`config.mk`:
```
export PLATFORM = sky130hd
export DESIGN_NAME = uart_receiver
export DESIGN_NICKNAME = d
export VERILOG_FILES = /design/src/rtl/uart_pkg.sv /design/src/rtl/uart_rx_sync.sv /design/src/rtl/uart_receiver.sv
export SDC_FILE = /design/constraint.sdc
export NUM_CORES = 1
export LEC_CHECK = 0
export CAP_MARGIN = 20
export CORE_ASPECT_RATIO = 0.8
export CORE_UTILIZATION = 40
export DETAILED_ROUTE_END_ITERATION = 7
export SYNTH_ARGS = -nofsm -noshare
export SYNTH_HDL_FRONTEND = slang
export SYNTH_HIERARCHICAL = 1
export SYNTH_SLANG_ARGS = --single-unit
```
`constraint.sdc`:
```
create_clock -name clk -period 2 [get_ports clk]
set_clock_uncertainty 0.05 [all_clocks]
set_input_delay 0.6 -clock clk [delete_from_list [all_inputs] [get_ports clk]]
set_output_delay 0.6 -clock clk [all_outputs]
set_load 0.01 [all_outputs]
```
`src/rtl/uart_pkg.sv`:
```
// Shared UART definitions: receiver FSM state encoding and default frame width.
// The transmitter imports this package as well, so the state names stay common.
package uart_pkg;

    typedef enum logic [2:0] {
        IDLE,
        START,
        DATA,
        PARITY,
        STOP,
        BREAK
    } rx_state_t;

    localparam int DEFAULT_DATA_SIZE = 8;

    // Width of a counter covering 0..count-1, never narrower than one bit.
    function automatic int counter_width(input int count);
        return (count > 1) ? $clog2(count) : 1;
    endfunction

endpackage

```
`src/rtl/uart_rx_sync.sv`:
```
// Multi-flop synchronizer for the asynchronous serial line.
// It resets to 1 so that reset never looks like a start bit.
module uart_rx_sync #(
    parameter int SYNC_STAGES = 2
) (
    input  logic clk,
    input  logic reset,
    input  logic serial,
    output logic synced
);

    logic [SYNC_STAGES-1:0] chain;

    always_ff @(posedge clk) begin
        if (reset) begin
            chain <= '1;
        end else begin
            chain[0] <= serial;
            for (int i = 1; i < SYNC_STAGES; i++) begin
                chain[i] <= chain[i-1];
            end
        end
    end

    assign synced = chain[SYNC_STAGES-1];

endmodule

```
`src/rtl/uart_receiver.sv`:
```
// UART receiver: start, DATA_SIZE data bits LSB-first, even parity, stop.
// Recovers each byte and reports parity, framing and overrun errors.
module uart_receiver
    import uart_pkg::*;
#(
    parameter int DATA_SIZE    = DEFAULT_DATA_SIZE,
    parameter int CLKS_PER_BIT = 1,
    parameter int SYNC_STAGES  = 2
) (
    input  logic                 clk,
    input  logic                 reset,
    input  logic                 serial_data_in,
    input  logic                 fifo_full,
    output logic [DATA_SIZE-1:0] data_out,
    output logic                 rx_valid,
    output logic                 parity_error,
    output logic                 framing_error,
    output logic                 overrun_error,
    output logic                 rx_busy,
    output rx_state_t            fsm_state
);

    // Output contract: rx_valid is a one-cycle pulse with no ready/backpressure.
    // The error flags are meaningful only while rx_valid is high and are 0
    // otherwise; data_out is held from one completed frame to the next.

    localparam int TICK_W = counter_width(CLKS_PER_BIT);
    localparam int MID    = (CLKS_PER_BIT - 1) / 2;
    localparam int CNT_W  = $clog2(DATA_SIZE) + 1;

    localparam logic [TICK_W-1:0] TICK_MID  = TICK_W'(MID);
    localparam logic [TICK_W-1:0] TICK_LAST = TICK_W'(CLKS_PER_BIT - 1);
    localparam logic [TICK_W-1:0] TICK_ONE  = TICK_W'(1);
    localparam logic [CNT_W-1:0]  CNT_LAST  = CNT_W'(DATA_SIZE - 1);

    rx_state_t            state;
    rx_state_t            state_next;
    logic                 rx_s;
    logic [TICK_W-1:0]    tick;
    logic [CNT_W-1:0]     bit_cnt;
    logic [DATA_SIZE-1:0] shift;
    logic                 parity_bit;
    logic                 sample;
    logic                 bit_end;
    logic                 stop_done;

    uart_rx_sync #(
        .SYNC_STAGES(SYNC_STAGES)
    ) u_sync (
        .clk   (clk),
        .reset (reset),
        .serial(serial_data_in),
        .synced(rx_s)
    );

    always_ff @(posedge clk) begin
        if (reset) begin
            state <= IDLE;
        end else begin
            state <= state_next;
        end
    end

    always_comb begin
        state_next = state;
        case (state)
            // The detection cycle is tick 0. With one clock per bit it is also
            // the whole start bit, so the frame moves straight on to DATA.
            IDLE: begin
                if (!rx_s) begin
                    state_next = (CLKS_PER_BIT == 1) ? DATA : START;
                end
            end
            START: begin
                if (sample && rx_s) begin
                    state_next = IDLE;
                end else if (bit_end) begin
                    state_next = DATA;
                end
            end
            DATA: begin
                if (bit_end && (bit_cnt == CNT_LAST)) begin
                    state_next = PARITY;
                end
            end
            PARITY: begin
                if (bit_end) begin
                    state_next = STOP;
                end
            end
            STOP: begin
                if (sample) begin
                    state_next = rx_s ? IDLE : BREAK;
                end
            end
            BREAK: begin
                if (rx_s) begin
                    state_next = IDLE;
                end
            end
            default: state_next = IDLE;
        endcase
    end

    always_comb begin
        sample    = (tick == TICK_MID);
        bit_end   = (tick == TICK_LAST);
        stop_done = (state == STOP) && sample;
        rx_busy   = (state != IDLE);
        fsm_state = state;
    end

    always_ff @(posedge clk) begin
        if (reset) begin
            tick <= '0;
        end else begin
            case (state)
                IDLE:         tick <= (!rx_s && CLKS_PER_BIT > 1) ? TICK_ONE : '0;
                START:        tick <= ((sample && rx_s) || bit_end) ? '0 : tick + TICK_ONE;
                DATA, PARITY: tick <= bit_end ? '0 : tick + TICK_ONE;
                STOP:         tick <= sample ? '0 : tick + TICK_ONE;
                default:      tick <= '0;
            endcase
        end
    end

    always_ff @(posedge clk) begin
        if (reset) begin
            bit_cnt <= '0;
        end else if (state != DATA) begin
            bit_cnt <= '0;
        end else if (bit_end) begin
            bit_cnt <= (bit_cnt == CNT_LAST) ? '0 : bit_cnt + CNT_W'(1);
        end
    end

    // Bits arrive LSB-first: each one enters at the MSB and the word shifts right.
    always_ff @(posedge clk) begin
        if (reset) begin
            shift      <= '0;
            parity_bit <= 1'b0;
        end else begin
            if ((state == DATA) && sample) begin
                shift <= {rx_s, shift[DATA_SIZE-1:1]};
            end
            if ((state == PARITY) && sample) begin
                parity_bit <= rx_s;
            end
        end
    end

    always_ff @(posedge clk) begin
        if (reset) begin
            data_out      <= '0;
            rx_valid      <= 1'b0;
            parity_error  <= 1'b0;
            framing_error <= 1'b0;
        end else begin
            rx_valid      <= stop_done;
            parity_error  <= stop_done && (^{parity_bit, shift});
            framing_error <= stop_done && !rx_s;
            if (stop_done) begin
                data_out <= shift;
            end
        end
    end

    // The FIFO state only matters in the delivery cycle itself.
    assign overrun_error = rx_valid && fifo_full;

endmodule
```
# == Word level (Yosys, flattened, before mapping) ==
# Cells that the tools add are included.
# word_totals
regBits,30
inputBits,4
out_inout_bits,16
word_cells,55
# op_classes
bitwise,1
muxes,13
n_reduce_logical,16
n_eq_ne,13
add_sub_neg,2
# ops
op,count
3-bit two-way mux,8
3-bit case mux with 6 select lines,1
9-bit XOR reduction,1
1-bit logical AND,8
"2-bit != test, second input constant",4
"3-bit by 2-bit equality test with 1-bit output, second input constant",2
"3-bit equality test, second input constant",2
6-bit AND reduction,1
"4-bit by 1-bit adder with 4-bit output, second input constant",1
"4-bit by 3-bit equality test with 1-bit output, second input constant",1
4-bit two-way mux,1
"3-bit by 1-bit equality test with 1-bit output, second input constant",1
3-bit logical NOT,1
"3-bit by 2-bit != test with 1-bit output, second input constant",1
"3-bit != test, second input constant",1
3-bit nonzero test,1
3-bit OR reduction,1
1-bit two-way mux,2
"2-bit by 1-bit != test with 1-bit output, second input constant",1
1-bit case mux with 2 select lines,1
2-bit OR reduction,1
"1-bit adder, second input constant",1
1-bit logical NOT,1
1-bit logical OR,1
1-bit inverter,1

# == Logic depth before layout (Yosys ltp) ==
# Gate-level depths: netlist of run 1.
# logic_depth
ltp_word,5
mapped_depth,4
mapped_depth_nobuf,4

# == Cells and area by module ==
# The synthesis of run 1 kept the hierarchy.
# modules_own_cells
mod,area_per_inst_um2,seq_area_each_um2,cells_each,n_inst
uart_receiver,1212.4,560.5,137,1
uart_rx_sync,52.6,40.0,4,1

# == Least setup slack after synthesis of run 1 ==
# OpenSTA, ideal clock, no wires.
# synth_timing
path_type,reg-to-output
start,"reg state[0], in the netlist fsm_state[0]"
end,out rx_busy
path_buffers,1
path_stages_with_launch,3
path_slack_ps,419
t_arrival_ps,931
path_cell_list,dfxtp_1 > buf_2 > or3_1
# synth_via
elab_chain_len,1
# synth_lines
element,line_no,text
from (decl),uart_receiver.sv:36,rx_state_t state;
from (signal assigned),uart_receiver.sv:60,state <= state_next;
3-bit nonzero test,uart_receiver.sv:109,rx_busy = (state != IDLE);
to (decl),uart_receiver.sv:19,"output logic rx_busy,"
# Every way passes these cells.

# == Worst setup path in the final report of run 1 ==
# layout_timing
start,in fifo_full
end,out overrun_error
# layout_via
elab_chain_len,1
# layout_lines
element,line_no,text
from (decl),uart_receiver.sv:13,"input logic fifo_full,"
1-bit logical AND,uart_receiver.sv:169,assign overrun_error = rx_valid && fifo_full;
to (decl),uart_receiver.sv:18,"output logic overrun_error,"
# Every way passes these cells.

==> summary.md, run 1 <==
| Metric | Value |
|---|---|
| Setup Buffers After CTS | 0 |
| Top post-synthesis cells by area | dfxtp_1, nand2_1, a21oi_1 |
| CTS Root Cell | clkbuf_8 |
| Core Region | 0.002872 mm^2 |
| Max clock buf depth | 2 |
| DP Wirelength | 1823 um |
| FF/Latch Area | 600.6 um^2 |
| Area after DPL | 0.001520 mm^2 |
| CTS clk-pin slew, worst paths | 0.06 ns |
| TNS Setup | 0 ns |
| P_leak | 0.6103 nW |
| WL/cell | 12.15 um |
| Outcome | finished, final reports clean |
| Register area share after synthesis | 47.48% |
| Multi-input gate area | 614.3 um^2 |
| Post-synth EDFFs | 0 |
| FP Rows | 17 |
| Hold Path End | u_sync/chain[1]$_SDFF_PP1_ |
| Num ports | 20 |
| Worst Path Max Fanout | 1 |
| Syn Area/Cell | 8.971 um^2 |
| Hold WC Path Type | reg -> reg |
| Setup slack, reg-to-reg | 0.40 ns |
| Detailed-route wire length | 2467 um |
| Final Non-Filler Cells | 203 |
| Top-area cell type share of the netlist area | 47.48% |
| # clock sinks | 30 |
| Drt pass-1 iters | 4 |
| Hold depth | 1 |
| Final setup viols | 0 |
| Fill cell count | 257 |
| Reg2Reg Depth | 4 |
| Fin area | 0.001600 mm^2 |
| Fraction of registers with async set/reset | 0% |
| CTS tree | done |
| Pwr Density | 719.0 mW/mm^2 |
| Seq cells post-synth | 30 |
| Worst vdd ir | 0.4094 mV |
| Total global routing overflow | 0 |
| Placed Cells | 197 |
| DR vias/cell | 5.039 |
| Post-CTS Hold Fix Bufs | 0 |
| # H-tree levels | 2 |
| Crit path DAT | 1.30 ns |
| Layout Nets | 171 |
| DRC Markers | 0 |
| Die Footprint | 0.003393 mm^2 |
| Core Util, Final | 55.73% |
| Layout cell share with drive strength beyond 1 | 10.91% |
| Routed vias | 1023 |
| First-iteration detailed-routing DRC count | 22 |
| RR Endpoint | parity_error$_SDFF_PP0_ |
| Synth warnings | 6 |
| Detail Route Antenna Nets | 0 |
| Largest net degree at the start of global routing | 14 |
| First-pass GRT wire length | 4347 um |
| Vias in the first global route | 988 |
| Die X | 64.87 um |
| Post-Synthesis Cells | 141 |
| Ys flop type | dfxtp_1 |
| Total Routing Usage GR | 17.96% |
| Hold slack | 0.3572 ns |
| Final Hold Fails | 0 |
| CP Capture Type | output port |
| Max-cap viol count | 0 |
| Gpl congestion | 0.7460 |
| Post-synth cell types | 33 |
| Required time worst endpoint | 1.35 ns |
| TritonCTS Buffers | 5 |
| Max Clock Freq | 513.9 MHz |
| Synth Cell Area | 0.001265 mm^2 |
| Hold path start | u_sync/chain[0]$_SDFF_PP1_ |
| Count of final max-slew check failures | 0 |
| RSZ-0062 raised after global routing | no |
| CP startpoint kind | input pin |
| Clk Latency, worst-skew pair | 0.28 ns |
| Initial antenna violation count | 0 |
| Synth Net Count | 146 |
| # diodes | 0 |
| Critical path type | in -> out |
| Port bufs | 19 |
| Worst reg2reg startpoint | fsm_state[0]$_SDFFE_PP0P_ |
| Area growth syn-to-layout | 26.51% |
| Die Height | 52.30 um |
| Leading area contributor after synthesis | dfxtp_1 |
| Fin crit share | 97.29% |
| Initial Utilization | 44.05% |
| Tmin final | 1.946 ns |
cells in the final DEF (no fill, tap or decap), types with 2 or more instances in the layout:
| cell | count |
|---|---|
| nand3_1 | 2 |
| clkbuf_8 | 6 |
| nor3_1 | 3 |
| or3_1 | 3 |
| xor2_1 | 2 |
| nor2_1 | 4 |
| xnor3_1 | 2 |
| clkdlybuf4s50_1 | 14 |
| or2_1 | 2 |
| nor4b_4 | 2 |
| buf_4 | 6 |
| nor2b_1 | 3 |
| dlygate4sd2_1 | 3 |
| nand2_1 | 34 |
| a21oi_1 | 20 |
| dfxtp_1 | 30 |
| mux2i_1 | 3 |
| or4b_1 | 2 |
| xnor2_1 | 3 |
| inv_1 | 3 |
how the worst max path moves through the flow:
| stage | start | endpoint | slack [ns] | depth (start not counted) |
|---|---|---|---|---|
| CTS | fsm_state[0]$_SDFFE_PP0P_ | fsm_state[0] | 0.01 | 2 |
| detailed placement | fifo_full | overrun_error | -0.36 | 3 |
| finish | fifo_full | overrun_error | 0.05 | 3 |
| floorplan | fsm_state[0]$_SDFFE_PP0P_ | rx_busy | 0.42 | 2 |
| global placement | fifo_full | overrun_error | -0.33 | 3 |
| global route | fifo_full | overrun_error | 0.04 | 3 |
what timing repair did:
item                       4_1_cts  5_1_grt
resized for setup                8        1
pin swaps                        0        0
setup endpoints to repair        5        1
kinds of logic (layout without fill, tap and decap cells):
kind of cell | count (synthesis) | in the layout | synth area share [%]
other | 1 | 1 | 0.2965
and+or+nand+nor | 61 | 61 | 26.41
adders and majority gates | 1 | 1 | 0.9890
AOI/OAI and AO/OA | 26 | 26 | 11.47
DFF | 30 | 30 | 47.48
buffers and inverters | 12 | 36 | 3.956
xor gates and xnor gates | 7 | 7 | 7.023
muxes | 3 | 3 | 2.374
flip-flops by register name (all words and copies together), names as in the netlist:
name,flops
data_out,8
bit_cnt,4
fsm_state,3
u_sync/chain,2
parity_error,1
shift,8
tick,1
rx_valid,1
framing_error,1
parity_bit,1
cells in the mapped netlist, types with 2 or more instances:
| master | count |
|---|---|
| buf_2 | 4 |
| or3_1 | 3 |
| xnor3_1 | 2 |
| nor2b_1 | 3 |
| mux2i_1 | 3 |
| nand3_1 | 2 |
| nor3_1 | 3 |
| inv_1 | 3 |
| xor2_1 | 2 |
| clkbuf_1 | 4 |
| or4b_1 | 2 |
| or2_1 | 2 |
| xnor2_1 | 3 |
| nor2_1 | 4 |
| nand2_1 | 34 |
| dfxtp_1 | 30 |
| nor4b_4 | 2 |
| a21oi_1 | 20 |
through the flow:
stage | power [mW] | setup WS, ns
2_1_floorplan | 0.6723 | 0.4186
3_3_place_gp | 0.7040 | -0.3333
3_5_place_dp | 0.7059 | -0.3560
4_1_cts | 1.168 | 0.01208
5_1_grt | 1.208 | 0.03960
6_report | 1.151 | 0.05425
final cells by class:
cell class | count | area share, %
sequential | 30 | 37.53
clock buffer | 6 | 5.160
timing repair buffer | 26 | 15.01
inverter | 4 | 0.9382
tap | 38 | 2.971
multi-input combinational | 99 | 38.39
per-layer routing:
metal / GRT usage, % / vias to the layer above / part of all wire (%)
met2: 27.43 / 26 / 42
met1: 21.53 / 472 / 51
li1: - / 520 / -
met3: 7.174 / 5 / 5.5
met4: 10.00 / 0 / 2.0
met5: 0 / - / 0
worst max-delay path, cell delays in order:
cell	delay, ns
clkdlybuf4s50_1	0.46
and2_1	0.12
buf_2	0.12
where the power goes:
part | internal [mW] | switching (mW) | total [mW]
Combinational | 0.0369 | 0.0417 | 0.0786
Clock | 0.264 | 0.196 | 0.460
Sequential | 0.606 | 0.00642 | 0.612
(Power assumes the default switching activity.)
==> run 2: changes to the inputs <==
==> constraint.sdc (replaced) <==
create_clock -name clk -period 2.2 [get_ports clk]
set_clock_uncertainty 0.05 [all_clocks]
set_input_delay 0.66 -clock clk [delete_from_list [all_inputs] [get_ports clk]]
set_output_delay 0.66 -clock clk [all_outputs]
set_load 0.01 [all_outputs]
==> run 2 against run 1 <==
Non-clock buffer count is 2 lower. Critical endpoint unchanged. Total power is 7.2% lower. Cell count stayed put. Largest cell class unchanged. Global-route usage is 1.4 points lower.
==> summary.md, run 2 (same netlist as run 1, synthesis figures left out) <==
| Metric | Value |
|---|---|
| Outcome | finished, final reports clean |
| Total global routing overflow | 0 |
| Tot Pwr | 1.067 mW |
| Detail Route Antenna Nets | 0 |
| Relative slew slack | 57.63% |
| Die Height | 52.30 um |
| Total Routing Usage GR | 16.52% |
| TritonCTS Buffers | 5 |
| Largest net degree at the start of global routing | 17 |
| Die Footprint | 0.003393 mm^2 |
| Hold WC Path Type | reg -> reg |
| Critical path type | in -> out |
| Hold slack | 0.3606 ns |
| CTS tree | done |
| Worst Tran Pin Value | 0.6347 ns |
| Area growth syn-to-layout | 26.21% |
| Detailed-route wire length | 2420 um |
| DRC Markers | 0 |
| DP Wirelength | 1725 um |
| Setup slack after layout | 0.04738 ns |
| CP startpoint kind | input pin |
| Core Region | 0.002872 mm^2 |
| Gpl congestion | 0.7258 |
| # clock sinks | 30 |
| Initial Utilization | 44.05% |
| Pwr Density | 668.5 mW/mm^2 |
| First-iteration detailed-routing DRC count | 56 |
| Count of final max-slew check failures | 0 |
| Routed vias | 1007 |
| First-pass GRT wire length | 4105 um |
| Max clock buf depth | 2 |
| Max-cap viol count | 0 |
| CP Capture Type | output port |
| WL/cell | 11.92 um |
| # H-tree levels | 2 |
| P_leak | 0.5751 nW |
| DR vias/cell | 4.961 |
| Crit path DAT | 1.44 ns |
| Layout cell share with drive strength beyond 1 | 9.697% |
| Most common cell after layout, fill and taps aside | nand2_1 |
| Top Registers | data_out x8, shift x8, bit_cnt x4 |
| Initial antenna violation count | 0 |
| Core Util, Final | 55.60% |
| Tmin final | 2.153 ns |
| Pre-CTS setup slack | -0.2611 ns |
| Layout Nets | 169 |
| Clk Latency, worst-skew pair | 0.27 ns |
| CTS clk-pin slew, worst paths | 0.06 ns |
| Vias in the first global route | 872 |
| Die X | 64.87 um |
| Required time worst endpoint | 1.49 ns |
| Worst vdd ir | 0.4144 mV |
| Final Hold Fails | 0 |
| Num ports | 20 |
| Drt pass-1 iters | 4 |
| # diodes | 0 |
| Max Clock Freq | 464.6 MHz |
| Worst Path Max Fanout | 1 |
| Fill cell count | 270 |
| RSZ-0062 raised after global routing | no |
| Port bufs | 19 |
| CTS Root Cell | clkbuf_8 |
| Fin crit share | 97.85% |
| Final setup viols | 0 |
| FP Rows | 17 |
| Commonest non-fill, non-tap cells in the layout | nand2_1, dfxtp_1, a21oi_1, clkdlybuf4s50_1, clkbuf_8 |
| Post-CTS Hold Fix Bufs | 0 |
[run 2: timing repair]
action                     in CTS  in global routing
setup buffers                   0                  0
resized for setup               1                  1
setup endpoints to repair       1                  1
[run 2: metal layers]
| layer | up-vias | share of wire, % | track usage, % |
|---|---|---|---|
| li1 | 521 | - | - |
| met1 | 460 | 52 | 22.40 |
| met2 | 22 | 42 | 23.26 |
| met3 | 4 | 4.7 | 6.304 |
| met4 | 0 | 0.83 | 6.667 |
| met5 | - | 0 | 0 |
[run 2: through the flow]
step	std cells	area, um^2	TNS [ns]
after CTS	203	1595	0
after floorplan	141	1265	0
after global routing	203	1597	0
after detailed placement	195	1505	-0.2611
after global placement	195	1505	-0.2525
final	203	1597	0
[run 2: final cells by class]
class                           count  area, um^2  area share [%]
Timing Repair Buffer               24       227.7           14.26
Multi-Input combinational cell     99       614.3           38.48
Sequential cell                    30       600.6           37.62
Clock inverter                      1       5.005          0.3135
Clock buffer                        7       86.33           5.408
Inverter                            4       15.01          0.9404
Tap cell                           38       47.55           2.978
[run 2: worst paths after layout]
kind / start / endpoint / slack (ns) / cells past startpoint
max: fifo_full / overrun_error / 0.05 / 3
min: u_sync/chain[0]$_SDFF_PP1_ / u_sync/chain[1]$_SDFF_PP1_ / 0.36 / 1
max reg2reg: tick$_SDFF_PP0_ / parity_error$_SDFF_PP0_ / 0.47 / 3
min reg2reg: u_sync/chain[0]$_SDFF_PP1_ / u_sync/chain[1]$_SDFF_PP1_ / 0.36 / 1
[run 2: power breakdown]
| part | switching, mW | internal, mW |
|---|---|---|
| sequential | 0.00923 | 0.550 |
| clock | 0.188 | 0.252 |
| combinational | 0.0349 | 0.0332 |
[run 2: worst max-delay path, cell delays in order]
cell,delay (ns)
clkdlybuf4s50_1,0.45
and2_1,0.11
clkdlybuf4s15_1,0.22
==> run 3: changes to the inputs <==
==> constraint.sdc (replaced) <==
create_clock -name clk -period 2.4 [get_ports clk]
set_clock_uncertainty 0.05 [all_clocks]
set_input_delay 0.72 -clock clk [delete_from_list [all_inputs] [get_ports clk]]
set_output_delay 0.72 -clock clk [all_outputs]
set_load 0.01 [all_outputs]
==> run 3 against run 2 <==
Combinational power shrank 2%. Worst setup slack gained 0.053 ns. Count of clock-buffer cells in the layout unchanged. Via count fell by 0.60%. Critical path depth unchanged. Cell count increased by 0.49%. First-iteration DRC count down 25%. Routed wire length grew 2.8%. Global-route usage rose by 1.3 points. Critical path type unchanged. Core utilization is 0.22 points higher. Total power fell by 6.7%. Register-to-register slack improved by 0.27 ns.
==> summary.md, run 3 (same netlist as run 1, synthesis figures left out) <==
| Metric | Value |
|---|---|
| Outcome | finished, final reports clean |
| WL/cell | 12.20 um |
| Commonest non-fill, non-tap cells in the layout | nand2_1, dfxtp_1, a21oi_1, clkdlybuf4s50_1 |
| Met2 global-route usage | 23.61% |
| # diodes | 0 |
| Hold slack | 0.3582 ns |
| Die Height | 52.30 um |
| FF/Latch Area | 600.6 um^2 |
| Max Clock Freq | 434.8 MHz |
| Vias in the first global route | 915 |
| TNS Setup | 0 ns |
| Pwr Density | 621.6 mW/mm^2 |
| Detail Route Antenna Nets | 0 |
| # H-tree levels | 2 |
| Worst vdd ir | 0.4249 mV |
| CP Capture Type | output port |
| Max clock buf depth | 2 |
| Layout Nets | 170 |
| CTS tree | done |
| Final Hold Fails | 0 |
| Final Non-Filler Cells | 204 |
| Most common cell after layout, fill and taps aside | nand2_1 |
| FP Rows | 17 |
| First-pass GRT wire length | 4347 um |
| Setup Buffers After CTS | 0 |
| Die Footprint | 0.003393 mm^2 |
| M1 GR Usage | 24.40% |
| Area growth syn-to-layout | 26.71% |
| Num ports | 20 |
| RSZ-0062 raised after global routing | no |
| Most Crowded Layer GR | met1 |
| Gpl congestion | 0.7306 |
| TritonCTS Buffers | 5 |
| DRC Markers | 0 |
| Max-cap viol count | 0 |
| Hold WC Path Type | reg -> reg |
| Detailed-route wire length | 2488 um |
| Placed Cells | 196 |
| Relative slew slack | 66.77% |
| Worst Path Max Fanout | 1 |
| Crit path DAT | 1.53 ns |
| Die X | 64.87 um |
| Critical path type | in -> out |
| Clk Latency, worst-skew pair | 0.29 ns |
| Pre-CTS setup slack | -0.1712 ns |
| Final setup viols | 0 |
| Core Region | 0.002872 mm^2 |
| Global-route met3 utilization | 7.826% |
| CTS Root Cell | clkbuf_8 |
| Drt pass-1 iters | 4 |
| Required time worst endpoint | 1.63 ns |
| Fill cell count | 279 |
| P_leak | 0.5836 nW |
| CTS clk-pin slew, worst paths | 0.06 ns |
| # clock sinks | 30 |
| Initial Utilization | 44.05% |
| Worst Tran Pin Value | 0.4963 ns |
| Routed vias | 1001 |
| Initial antenna violation count | 0 |
| Area after DPL | 0.001513 mm^2 |
| Multi-input gate area | 614.3 um^2 |
| Tmin final | 2.300 ns |
| Total Routing Usage GR | 17.79% |
| Tot Pwr | 0.9962 mW |
| Fin crit share | 95.82% |
| Layout cell share with drive strength beyond 1 | 10.24% |
| First-iteration detailed-routing DRC count | 42 |
| DR vias/cell | 4.907 |
| CP startpoint kind | input pin |
| Largest net degree at the start of global routing | 16 |
| Count of final max-slew check failures | 0 |
| Total global routing overflow | 0 |
| Top Registers | data_out x8, shift x8, bit_cnt x4 |
| Fin area | 0.001603 mm^2 |
| DP Wirelength | 1760 um |
| Core Util, Final | 55.82% |
| Port bufs | 19 |
| Setup slack after layout | 0.1003 ns |
==> run 3: metal layers <==
layer	vias up	wire (um)
met5	-	0
met4	0	40
li1	526	-
met1	453	1356
met3	4	128
met2	18	963
==> run 3: final timing paths <==
check	slack, ns	end	startpoint	cells after the start
max	0.10	overrun_error	fifo_full	3
min	0.36	u_sync/chain[1]$_SDFF_PP1_	u_sync/chain[0]$_SDFF_PP1_	1
max reg2reg	0.74	parity_error$_SDFF_PP0_	fsm_state[0]$_SDFFE_PP0P_	4
min reg2reg	0.36	u_sync/chain[1]$_SDFF_PP1_	u_sync/chain[0]$_SDFF_PP1_	1
==> run 3: critical path: stages <==
cell and delay (ns):
clkdlybuf4s50_1 0.45, and2_1 0.10, dlygate4sd2_1 0.26
==> run 3: timing repair <==
action                     4_1_cts  5_1_grt
setup endpoints to repair        1        0
gates resized for setup          1        0
hold buffers                     0        0
==> run 3: area by class of cell <==
type / instances / area share [%]
repair buffers: 25 / 14.60
clock buffers: 7 / 5.386
well taps: 38 / 2.966
flip-flops and latches: 30 / 37.47
multi-input cells: 99 / 38.33
clock inverters: 1 / 0.3123
inverters: 4 / 0.9368
==> run 3: power breakdown <==
part,total (mW),switching [mW],internal [mW]
sequential,0.509,0.00500,0.504
clock,0.420,0.189,0.231
combinational,0.0669,0.0354,0.0315
